### src/rtl/if_fetch_if.sv
// rtl/if_fetch_if.sv - instruction memory request/acknowledge port
// Signals:
//   imem_req_o   fetch request, held with imem_addr_o until acknowledged
//   imem_addr_o  fetch word address
//   imem_ack_i   request accepted; imem_data_i valid in the same cycle
//   imem_data_i  fetched instruction word
// Modports: master (fetch stage side), slave (memory side).
interface if_fetch_if #(
  parameter int W_PC = 16
);
  logic            imem_req_o;
  logic [W_PC-1:0] imem_addr_o;
  logic            imem_ack_i;
  logic [31:0]     imem_data_i;

  modport master (
    output imem_req_o,
    output imem_addr_o,
    input  imem_ack_i,
    input  imem_data_i
  );

  modport slave (
    input  imem_req_o,
    input  imem_addr_o,
    output imem_ack_i,
    output imem_data_i
  );
endinterface

### src/rtl/if_fetch.sv
// rtl/if_fetch.sv - instruction fetch stage with prefetch buffer and branch redirect
// Build option: define IF_PREFETCH_EN for a two-entry prefetch buffer (one entry otherwise).
// Ports:
//   clk                      clock
//   rst                      asynchronous active-low reset
//   stall_i                  decode stalled; inst_o/pc_value_o hold
//   br_taken_i, br_target_i  taken branch; redirect fetch to br_target_i
//   imem                     instruction memory port (if_fetch_if.master)
//   inst_o, pc_value_o       instruction and its PC presented to decode
module if_fetch #(
  parameter int              W_PC     = 16,
  parameter logic [W_PC-1:0] RESET_PC = 16'h0000,
  parameter logic [31:0]     NOP_INST = 32'h3C00_0000
) (
  input  logic              clk,
  input  logic              rst,
  input  logic              stall_i,
  input  logic              br_taken_i,
  input  logic [W_PC-1:0]   br_target_i,
  if_fetch_if.master        imem,
  output logic [31:0]       inst_o,
  output logic [W_PC-1:0]   pc_value_o
);

`ifdef IF_PREFETCH_EN
  localparam int D = 2;
`else
  localparam int D = 1;
`endif
  localparam int CW = $clog2(D + 1);

  typedef enum logic [1:0] {
    S_FETCH = 2'd0,
    S_FULL  = 2'd1,
    S_DRAIN = 2'd2
  } state_t;

  state_t            state_q, state_d;
  logic [W_PC-1:0]   pc_q, pc_d;
  logic [W_PC-1:0]   drain_addr_q, drain_addr_d;
  logic [CW-1:0]     cnt_q, cnt_d;
  logic [31:0]       buf_inst_q [D];
  logic [31:0]       buf_inst_d [D];
  logic [W_PC-1:0]   buf_pc_q [D];
  logic [W_PC-1:0]   buf_pc_d [D];
  logic [31:0]       inst_q, inst_d;
  logic [W_PC-1:0]   pcv_q, pcv_d;

  logic              req;
  logic              fire;
  logic              fetch_fire;
  logic              pop;
  logic              bypass;
  logic              push;
  logic [CW-1:0]     wr_idx;

  // Request comes straight from the state register; gating with rst keeps it
  // low while reset is held and lets it rise in the first cycle after release.
  assign req              = (state_q != S_FULL);
  assign imem.imem_req_o  = req && rst;
  // While draining, the abandoned request must stay stable at its old address.
  assign imem.imem_addr_o = (state_q == S_DRAIN) ? drain_addr_q : pc_q;

  assign inst_o     = inst_q;
  assign pc_value_o = pcv_q;

  assign fire       = req && imem.imem_ack_i;
  assign fetch_fire = fire && (state_q == S_FETCH);
  assign pop        = !stall_i && (cnt_q != '0);
  assign bypass     = !stall_i && (cnt_q == '0) && fetch_fire;
  assign push       = fetch_fire && !bypass;
  // A pop on the same edge shifts the queue down, so the push lands one lower.
  assign wr_idx     = cnt_q - CW'(pop);

  always_comb begin
    state_d      = state_q;
    pc_d         = pc_q;
    drain_addr_d = drain_addr_q;
    cnt_d        = cnt_q;
    buf_inst_d   = buf_inst_q;
    buf_pc_d     = buf_pc_q;
    inst_d       = inst_q;
    pcv_d        = pcv_q;

    if (br_taken_i) begin
      // Redirect beats stall and ack: everything fetched so far is wrong-path.
      cnt_d  = '0;
      inst_d = NOP_INST;
      pcv_d  = '0;
      pc_d   = br_target_i;
      if (req && !imem.imem_ack_i) begin
        state_d = S_DRAIN;
        // A second branch while draining only replaces the target in pc_q.
        if (state_q != S_DRAIN) drain_addr_d = pc_q;
      end else begin
        state_d = S_FETCH;
      end
    end else begin
      if (fetch_fire) pc_d = pc_q + W_PC'(1);

      if (!stall_i) begin
        if (pop) begin
          inst_d = buf_inst_q[0];
          pcv_d  = buf_pc_q[0];
        end else if (bypass) begin
          inst_d = imem.imem_data_i;
          pcv_d  = pc_q;
        end else begin
          inst_d = NOP_INST;
          pcv_d  = '0;
        end
      end

      if (pop) begin
        for (int i = 0; i < D - 1; i++) begin
          buf_inst_d[i] = buf_inst_q[i + 1];
          buf_pc_d[i]   = buf_pc_q[i + 1];
        end
      end
      for (int i = 0; i < D; i++) begin
        if (push && (CW'(i) == wr_idx)) begin
          buf_inst_d[i] = imem.imem_data_i;
          buf_pc_d[i]   = pc_q;
        end
      end
      cnt_d = cnt_q - CW'(pop) + CW'(push);

      case (state_q)
        S_FETCH: if (fetch_fire && (cnt_d == CW'(D))) state_d = S_FULL;
        S_FULL:  if (pop) state_d = S_FETCH;
        S_DRAIN: if (fire) state_d = S_FETCH;
        default: state_d = S_FETCH;
      endcase
    end
  end

  always_ff @(posedge clk or negedge rst) begin
    if (!rst) begin
      state_q      <= S_FETCH;
      pc_q         <= RESET_PC;
      drain_addr_q <= RESET_PC;
      cnt_q        <= '0;
      inst_q       <= NOP_INST;
      pcv_q        <= '0;
      for (int i = 0; i < D; i++) begin
        buf_inst_q[i] <= '0;
        buf_pc_q[i]   <= '0;
      end
    end else begin
      state_q      <= state_d;
      pc_q         <= pc_d;
      drain_addr_q <= drain_addr_d;
      cnt_q        <= cnt_d;
      inst_q       <= inst_d;
      pcv_q        <= pcv_d;
      for (int i = 0; i < D; i++) begin
        buf_inst_q[i] <= buf_inst_d[i];
        buf_pc_q[i]   <= buf_pc_d[i];
      end
    end
  end

endmodule

### src/flat_wrapper.sv
// flat-port wrapper written by rule: the top's interface ports become plain ports
module if_fetch_flat 
#(
  parameter int              W_PC     = 16,
  parameter logic [W_PC-1:0] RESET_PC = 16'h0000,
  parameter logic [31:0]     NOP_INST = 32'h3C00_0000
)
  (clk, rst, stall_i, br_taken_i, br_target_i, inst_o, pc_value_o, imem_imem_req_o, imem_imem_addr_o, imem_imem_ack_i, imem_imem_data_i);
  if_fetch_if #(.W_PC(W_PC)) imem_i ();
  input  logic clk;
  input  logic rst;
  input  logic stall_i;
  input  logic br_taken_i;
  input  logic [W_PC-1:0] br_target_i;
  output logic [31:0] inst_o;
  output logic [W_PC-1:0] pc_value_o;
  output wire logic [$bits(imem_i.imem_req_o)-1:0] imem_imem_req_o;
  output wire logic [$bits(imem_i.imem_addr_o)-1:0] imem_imem_addr_o;
  input wire logic [$bits(imem_i.imem_ack_i)-1:0] imem_imem_ack_i;
  input wire logic [$bits(imem_i.imem_data_i)-1:0] imem_imem_data_i;
  assign imem_imem_req_o = imem_i.imem_req_o;
  assign imem_imem_addr_o = imem_i.imem_addr_o;
  assign imem_i.imem_ack_i = imem_imem_ack_i;
  assign imem_i.imem_data_i = imem_imem_data_i;
  if_fetch #(.W_PC(W_PC), .RESET_PC(RESET_PC), .NOP_INST(NOP_INST)) u_core (.clk(clk), .rst(rst), .stall_i(stall_i), .br_taken_i(br_taken_i), .br_target_i(br_target_i), .imem(imem_i), .inst_o(inst_o), .pc_value_o(pc_value_o));
endmodule
### config.mk
export PLATFORM = sky130hd
export DESIGN_NAME = if_fetch_flat
export DESIGN_NICKNAME = d
export VERILOG_FILES = /design/src/rtl/if_fetch_if.sv /design/src/rtl/if_fetch.sv /design/src/flat_wrapper.sv
export SDC_FILE = /design/constraint.sdc
export NUM_CORES = 1
export LEC_CHECK = 0
export ABC_AREA = 1
export CORE_AREA = 5 5 115 117
export CTS_CLUSTER_DIAMETER = 50
export DETAILED_ROUTE_END_ITERATION = 10
export DIE_AREA = 0 0 120 122
export GPL_ROUTABILITY_DRIVEN = 0
export GPL_TIMING_DRIVEN = 0
export HOLD_SLACK_MARGIN = 0.15
export PLACE_DENSITY_LB_ADDON = 0.25
export SKIP_CTS_REPAIR_TIMING = 1
export SLEW_MARGIN = 25
export SYNTH_ARGS = -nofsm -noshare
export SYNTH_HDL_FRONTEND = slang
export SYNTH_SLANG_ARGS = --single-unit
### constraint.sdc
create_clock -name clk -period 2.16 [get_ports clk]
set_input_delay 0.324 -clock clk [delete_from_list [all_inputs] [get_ports clk]]
set_output_delay 0.324 -clock clk [all_outputs]
set_load 0.01 [all_outputs]
==> flow_summary.ini, run 1 <==
[yosys]
async_reset_ff_share_pct = 100
ys_seq_area_share_pct = 53.5
synth_common_cells = 248 x nand2_1, 127 x dfrtp_1, 96 x o21ai_0, 68 x nand3_1, 60 x inv_1
yosysMostFrequentCell = nand2_1
ys_seq_elements = 131
synth_ff_type = dfrtp_1
synthDistinctLibCells = 30
synth_area_um2 = 6130
syn_inst = 775
yosysTopAreaCellShare_pct = 51.8
synth_edf_count = 0
synth_top_area_cell = dfrtp_1
post_synth.cell_area_avg_um2 = 7.91
ys_top_cells_by_area = dfrtp_1 52%, nand2_1 15%, o21ai_0 7.8%, nand3_1 5.5%, inv_1 3.7%
synth_fp_nets = 830
ys_warn_count = 0

[place]
io_buffers = 117
hpwl_mm = 11.6
placed_cells = 1043

[final_layout]
final_util_pct = 67.7
stdcell_count = 1079
antenna_cells = 0
layout-drive-gt1-share_pct = 8.50
area_growth_pct = 35.3
n_fill_cell = 1017
final_nets = 974

[route]
wl_mm = 16.9
wl_per_cell_um = 15.6
drt_pass1_iterations = 7
avgViaCountPerCell = 5.28
vias = 5699
ant_nets = 0
first_iter_violations = 567
drcViolationCount = 0

[floorplanning]
rows = 41
ios = 118
start_util_pct = 50.0
core_um2 = 12300
die_w_um = 120
die_h_um = 122
dieArea_um2 = 14600

[timing]
rsz0062_at_grt = yes
drv_slew = 0
finalSetupViolCount = 2
finalSetupTns_ns = -0.190
post-route-min-period_ns = 2.27
max_slew_margin_pct = 63.4
report.final.hold_viol_count = 0
clock_skew_ns = 0.00733
setup_ws_ns = -0.113
worst_slew_pin_slew_ns = 0.548
fmax_mhz = 440
post-route-period-util_pct = 105

[pwr]
power_mw = 7.15
p_per_area_nw_per_um2 = 862
ir_drop_mv = 0.517
power.leakage_nw = 4.14

[worst_hold_path]
hp-start = br_target_i[13]
hold_path.class = input port to flop

[clock_tree]
h-tree-depth = 4
clkTransAtPathRegs_ns = 0.06
insertion_delay_ns = 0.42
clock_path_buffers = 2
clockRootBuffer = clkbuf_16
cts_tree = done
clock-sinks = 131
cts_buffers = 17

[grt]
grt_use_total_pct = 23.2
grt_pass1_vias = 5446
antenna_found_initial = 0
overflow = 0
grt_pass1_wl_mm = 26.9
grt_start_max_net_pins = 73

[critical_path]
start_kind = flop
critical_path_buf_inv_count = 3
cp.required_ns = 1.84
crit_arrival_ns = 1.95
crit_family = buffers and inverters
cp-end-kind = primary output
crit_slowest_cell = clkdlybuf4s50_1
cp_slowest_stage_delay_ns = 0.55
crit_path_start = u_core.state_q[0]
crit_fanout = 10
r2r_start = u_core.cnt_q
path_cells = inv_2 -> nand2_2 -> clkbuf_4 -> a21oi_2 -> clkdlybuf4s50_1
worstSetupPathType = flop to primary output

[run]
cap_violations = 0

[run_status]
violations = negative setup slack
status = finished with violations
[per-stage QoR]
step,cell area [um^2],setup WS [ns],hold slack [ns]
after global placement,7490,-4.47,0.462
final,8300,-0.113,0.470
after detailed placement,7520,-0.131,0.283
after CTS,8090,-0.495,-0.164
after global routing,8300,-0.203,0.486
after floorplan,6130,0.439,0.0284
[placed cells by master, fill, tap and decap left out, types with 2 or more instances in the layout]
cell type	Yosys	final
a21oi_2	0	5
clkinv_2	0	4
ha_1	2	2
clkbuf_1	26	17
nand3_1	68	68
nand2_2	2	3
o21ai_1	20	20
dfrtp_1	127	127
mux2_2	4	4
buf_2	10	10
buf_1	5	5
xor2_1	3	3
buf_16	0	3
o21ai_0	96	96
dfstp_2	4	4
clkdlybuf4s50_1	0	102
nand2_1	248	247
buf_4	1	3
a21oi_1	27	22
dlymetal6s2s_1	0	14
dlygate4sd3_1	0	3
clkbuf_8	0	6
buf_6	3	3
inv_2	2	2
inv_1	60	60
buf_12	0	2
clkbuf_2	0	7
nand4_1	6	6
nor2_1	51	51
clkbuf_16	0	18
[sequential cells by signal, indices dropped and copies added, names as in the netlist]
signal / cells
u_core.pc_q: 16
u_core.drain_addr_q: 16
u_core.buf_inst_q: 32
u_core.state_q: 2
u_core.inst_o: 32
u_core.buf_pc_q: 16
u_core.cnt_q: 1
u_core.pc_value_o: 16
[per-layer routing]
layer  GRT usage (%)  vias up  share of wire [%]
met4            8.80        0                1.4
li1                -     2785                  -
met1            31.1     2673                 43
met2            37.1      221                 48
met3            5.34       20                6.9
met5               0        -                  0
[cell families after synthesis]
group | count (synthesis) | synth area share (%)
simple gates | 377 | 25.1
fa+ha+maj | 2 | 0.408
flops | 131 | 53.5
compound gates | 148 | 12.3
mux | 4 | 0.734
buf+inv | 109 | 7.35
xor+xnor | 4 | 0.571
[worst paths after layout]
check | endpoint | slack, ns | cells past startpoint
max | imem_imem_addr_o[6] | -0.11 | 5
min reg2reg | u_core.inst_o[19] | 0.47 | 2
min | u_core.pc_q[13] | 0.47 | 3
max in group asynchronous | u_core.pc_value_o[9] | 1.01 | 4
min in group asynchronous | u_core.buf_inst_q[25] | 0.58 | 3
max reg2reg | u_core.buf_inst_q[14] | 0.25 | 8
[final cells by class]
type	instances	area, um^2	share of cell area (%)
tap	150	188	2.26
sequential	131	3280	39.6
timing repair buffer	125	1370	16.6
clock buffer	24	512	6.17
inverter	64	243	2.93
buffer	45	228	2.74
clock inverter	5	50.0	0.603
multi-input combinational	535	2420	29.2
[worst register-to-register path: stages, from the launching register on]
cell,delay (ns)
dfrtp_1,0.32
clkbuf_1,0.22
clkbuf_2,0.29
nand2_1,0.08
ha_1,0.18
nand2_1,0.07
buf_2,0.21
clkbuf_2,0.28
o21ai_0,0.14
[where the power goes]
| group | switching (mW) | leakage [nW] | internal (mW) |
|---|---|---|---|
| Combinational | 0.731 | 2.18 | 0.583 |
| Sequential | 0.237 | 1.67 | 2.87 |
| Clock | 0.996 | 0.284 | 1.74 |
Note: power is estimated with default switching activity, not from simulation.
==> run 2: changes to the inputs <==
--- a/config.mk
+++ b/config.mk
@@ -7,6 +7,7 @@
 export LEC_CHECK = 0
 export ABC_AREA = 1
 export CORE_AREA = 5 5 115 117
+export CTS_BUF_LIST = sky130_fd_sc_hd__clkbuf_16
 export CTS_CLUSTER_DIAMETER = 50
 export DETAILED_ROUTE_END_ITERATION = 10
 export DIE_AREA = 0 0 120 122
==> run 2 against run 1 <==
Effect of this change:
- the flow still finishes with violations (negative setup slack)
- utilization decreased by 0.49 points
- via count decreased by 0.25%
- critical path depth unchanged
- register-to-register slack about the same
- first-iteration DRC count decreased by 0.88%
- clock skew about the same
- final cell count unchanged
- power decreased by 3.1%
- die area unchanged
- count of clock-buffer cells in the layout decreased by 7
- critical path type unchanged
==> flow_summary.ini, run 2 (synthesis gave the netlist of run 1 again) <==
[floorplanning]
dieArea_um2 = 14600
rows = 41
core_um2 = 12300
ios = 118
start_util_pct = 50.0
die_h_um = 122
die_w_um = 120

[clock_tree]
clock_path_buffers = 2
clockRootBuffer = clkbuf_16
clkTransAtPathRegs_ns = 0.06
cts_tree = done
h-tree-depth = 4
insertion_delay_ns = 0.42
cts_buffers = 17
clock-sinks = 131

[pwr]
ir_drop_mv = 0.518
power_frac_seq_pct = 44.8
power.leakage_nw = 4.11
clkPwrFrac_pct = 36.2
power_mw = 6.93
p_int_mw = 4.97
combPwrFrac_pct = 19.0
power_switching_mw = 1.96
p_sw_share_pct = 28.3
p_per_area_nw_per_um2 = 842

[timing]
setup_ws_ns = -0.114
report.final.hold_viol_count = 0
rsz0062_at_grt = yes
max_slew_margin_pct = 64.0
whs_ns = 0.469
post-route-min-period_ns = 2.27
finalSetupTns_ns = -0.196
worst_slew_pin_slew_ns = 0.540
post-route-period-util_pct = 105
finalSetupViolCount = 2
clock_skew_ns = 0.00712
drv_slew = 0
fmax_mhz = 440

[place]
place_area_um2 = 7520
post-place-ws_ns = -0.131
hpwl_mm = 11.6
io_buffers = 117
placed_cells = 1043

[final_layout]
finalInstanceArea_um2 = 8240
final_nets = 974
area_growth_pct = 34.3
layout-drive-gt1-share_pct = 7.86
antenna_cells = 0
n_fill_cell = 1026
layout_commonest_cell = nand2_1
final_cell_mix = 247 x nand2_1, 127 x dfrtp_1, 102 x clkdlybuf4s50_1
final_util_pct = 67.2
register_area_um2 = 3280
multi_input_area_um2 = 2420
stdcell_count = 1079

[grt]
antenna_found_initial = 0
grt_use_total_pct = 23.1
grt-busiest-layer = met2
grt.met1_usage_pct = 30.9
grt_pass1_vias = 5435
overflow = 0
grt_pass1_wl_mm = 26.7
met3_usage_pct = 6.13
grt_use_met2_pct = 37.0
grt_start_max_net_pins = 73

[route]
wl_mm = 16.9
wl_per_cell_um = 15.7
drcViolationCount = 0
drt_pass1_iterations = 5
avgViaCountPerCell = 5.27
first_iter_violations = 562
vias = 5685
ant_nets = 0

[critical_path]
path_cells = inv_2 -> nand2_2 -> clkbuf_4 -> a21oi_2 -> clkdlybuf4s50_1
cp-end-kind = primary output
crit_arrival_ns = 1.95
start_kind = flop
crit_fanout = 10
crit_slowest_cell = clkdlybuf4s50_1
worstSetupPathType = flop to primary output
cp_slowest_stage_delay_ns = 0.55
cp.required_ns = 1.84

[run_status]
status = finished with violations
violations = negative setup slack

[run]
cap_violations = 0

[worst_hold_path]
hold_path.class = input port to flop
==> run 2: worst paths after layout <==
kind / startpoint / depth (start not counted) / endpoint / slack [ns]
setup / recovery: u_core.state_q[0] / 5 / imem_imem_addr_o[6] / -0.11
hold / removal: br_target_i[13] / 3 / u_core.pc_q[13] / 0.47
setup reg to reg: u_core.cnt_q / 8 / u_core.buf_inst_q[14] / 0.25
hold reg to reg: u_core.inst_o[19] / 2 / u_core.inst_o[19] / 0.47
max in group asynchronous: rst / 4 / u_core.pc_value_o[11] / 1.03
min in group asynchronous: rst / 3 / u_core.buf_inst_q[30] / 0.56
==> run 2: layer usage <==
metal	vias to the layer above	wire (um)	share of wire, %
li1	2787	-	-
met1	2655	7420	44
met2	214	8030	48
met3	29	1080	6.4
met4	0	363	2.1
met5	-	0	0
==> run 2: critical path: cells and delay by family, from the launching register on <==
| kind | cells | cell delay (ns) |
|---|---|---|
| buffers and inverters | 3 | 0.87 |
| DFF | 1 | 0.37 |
| AOI/OAI and AO/OA | 1 | 0.18 |
| and+or+nand+nor | 1 | 0.10 |
==> run 2: final cells by class <==
class                      instances  share of cell area (%)
clock buffer                      17                    5.16
multi-input combinational        535                    29.4
sequential                       131                    39.9
inverter                          64                    2.95
clock inverter                    12                   0.927
timing repair buffer             125                    16.7
tap                              150                    2.28
buffer                            45                    2.76
==> run 2: power groups by stage <==
stage / clock network, mW / logic, mW / registers (mW)
after floorplan: 0 / 0.688 / 3.11
after global placement: 0 / 1.24 / 3.12
after detailed placement: 0 / 1.28 / 3.13
after CTS: 2.54 / 1.29 / 3.10
after global routing: 2.64 / 1.48 / 3.16
final: 2.51 / 1.32 / 3.11
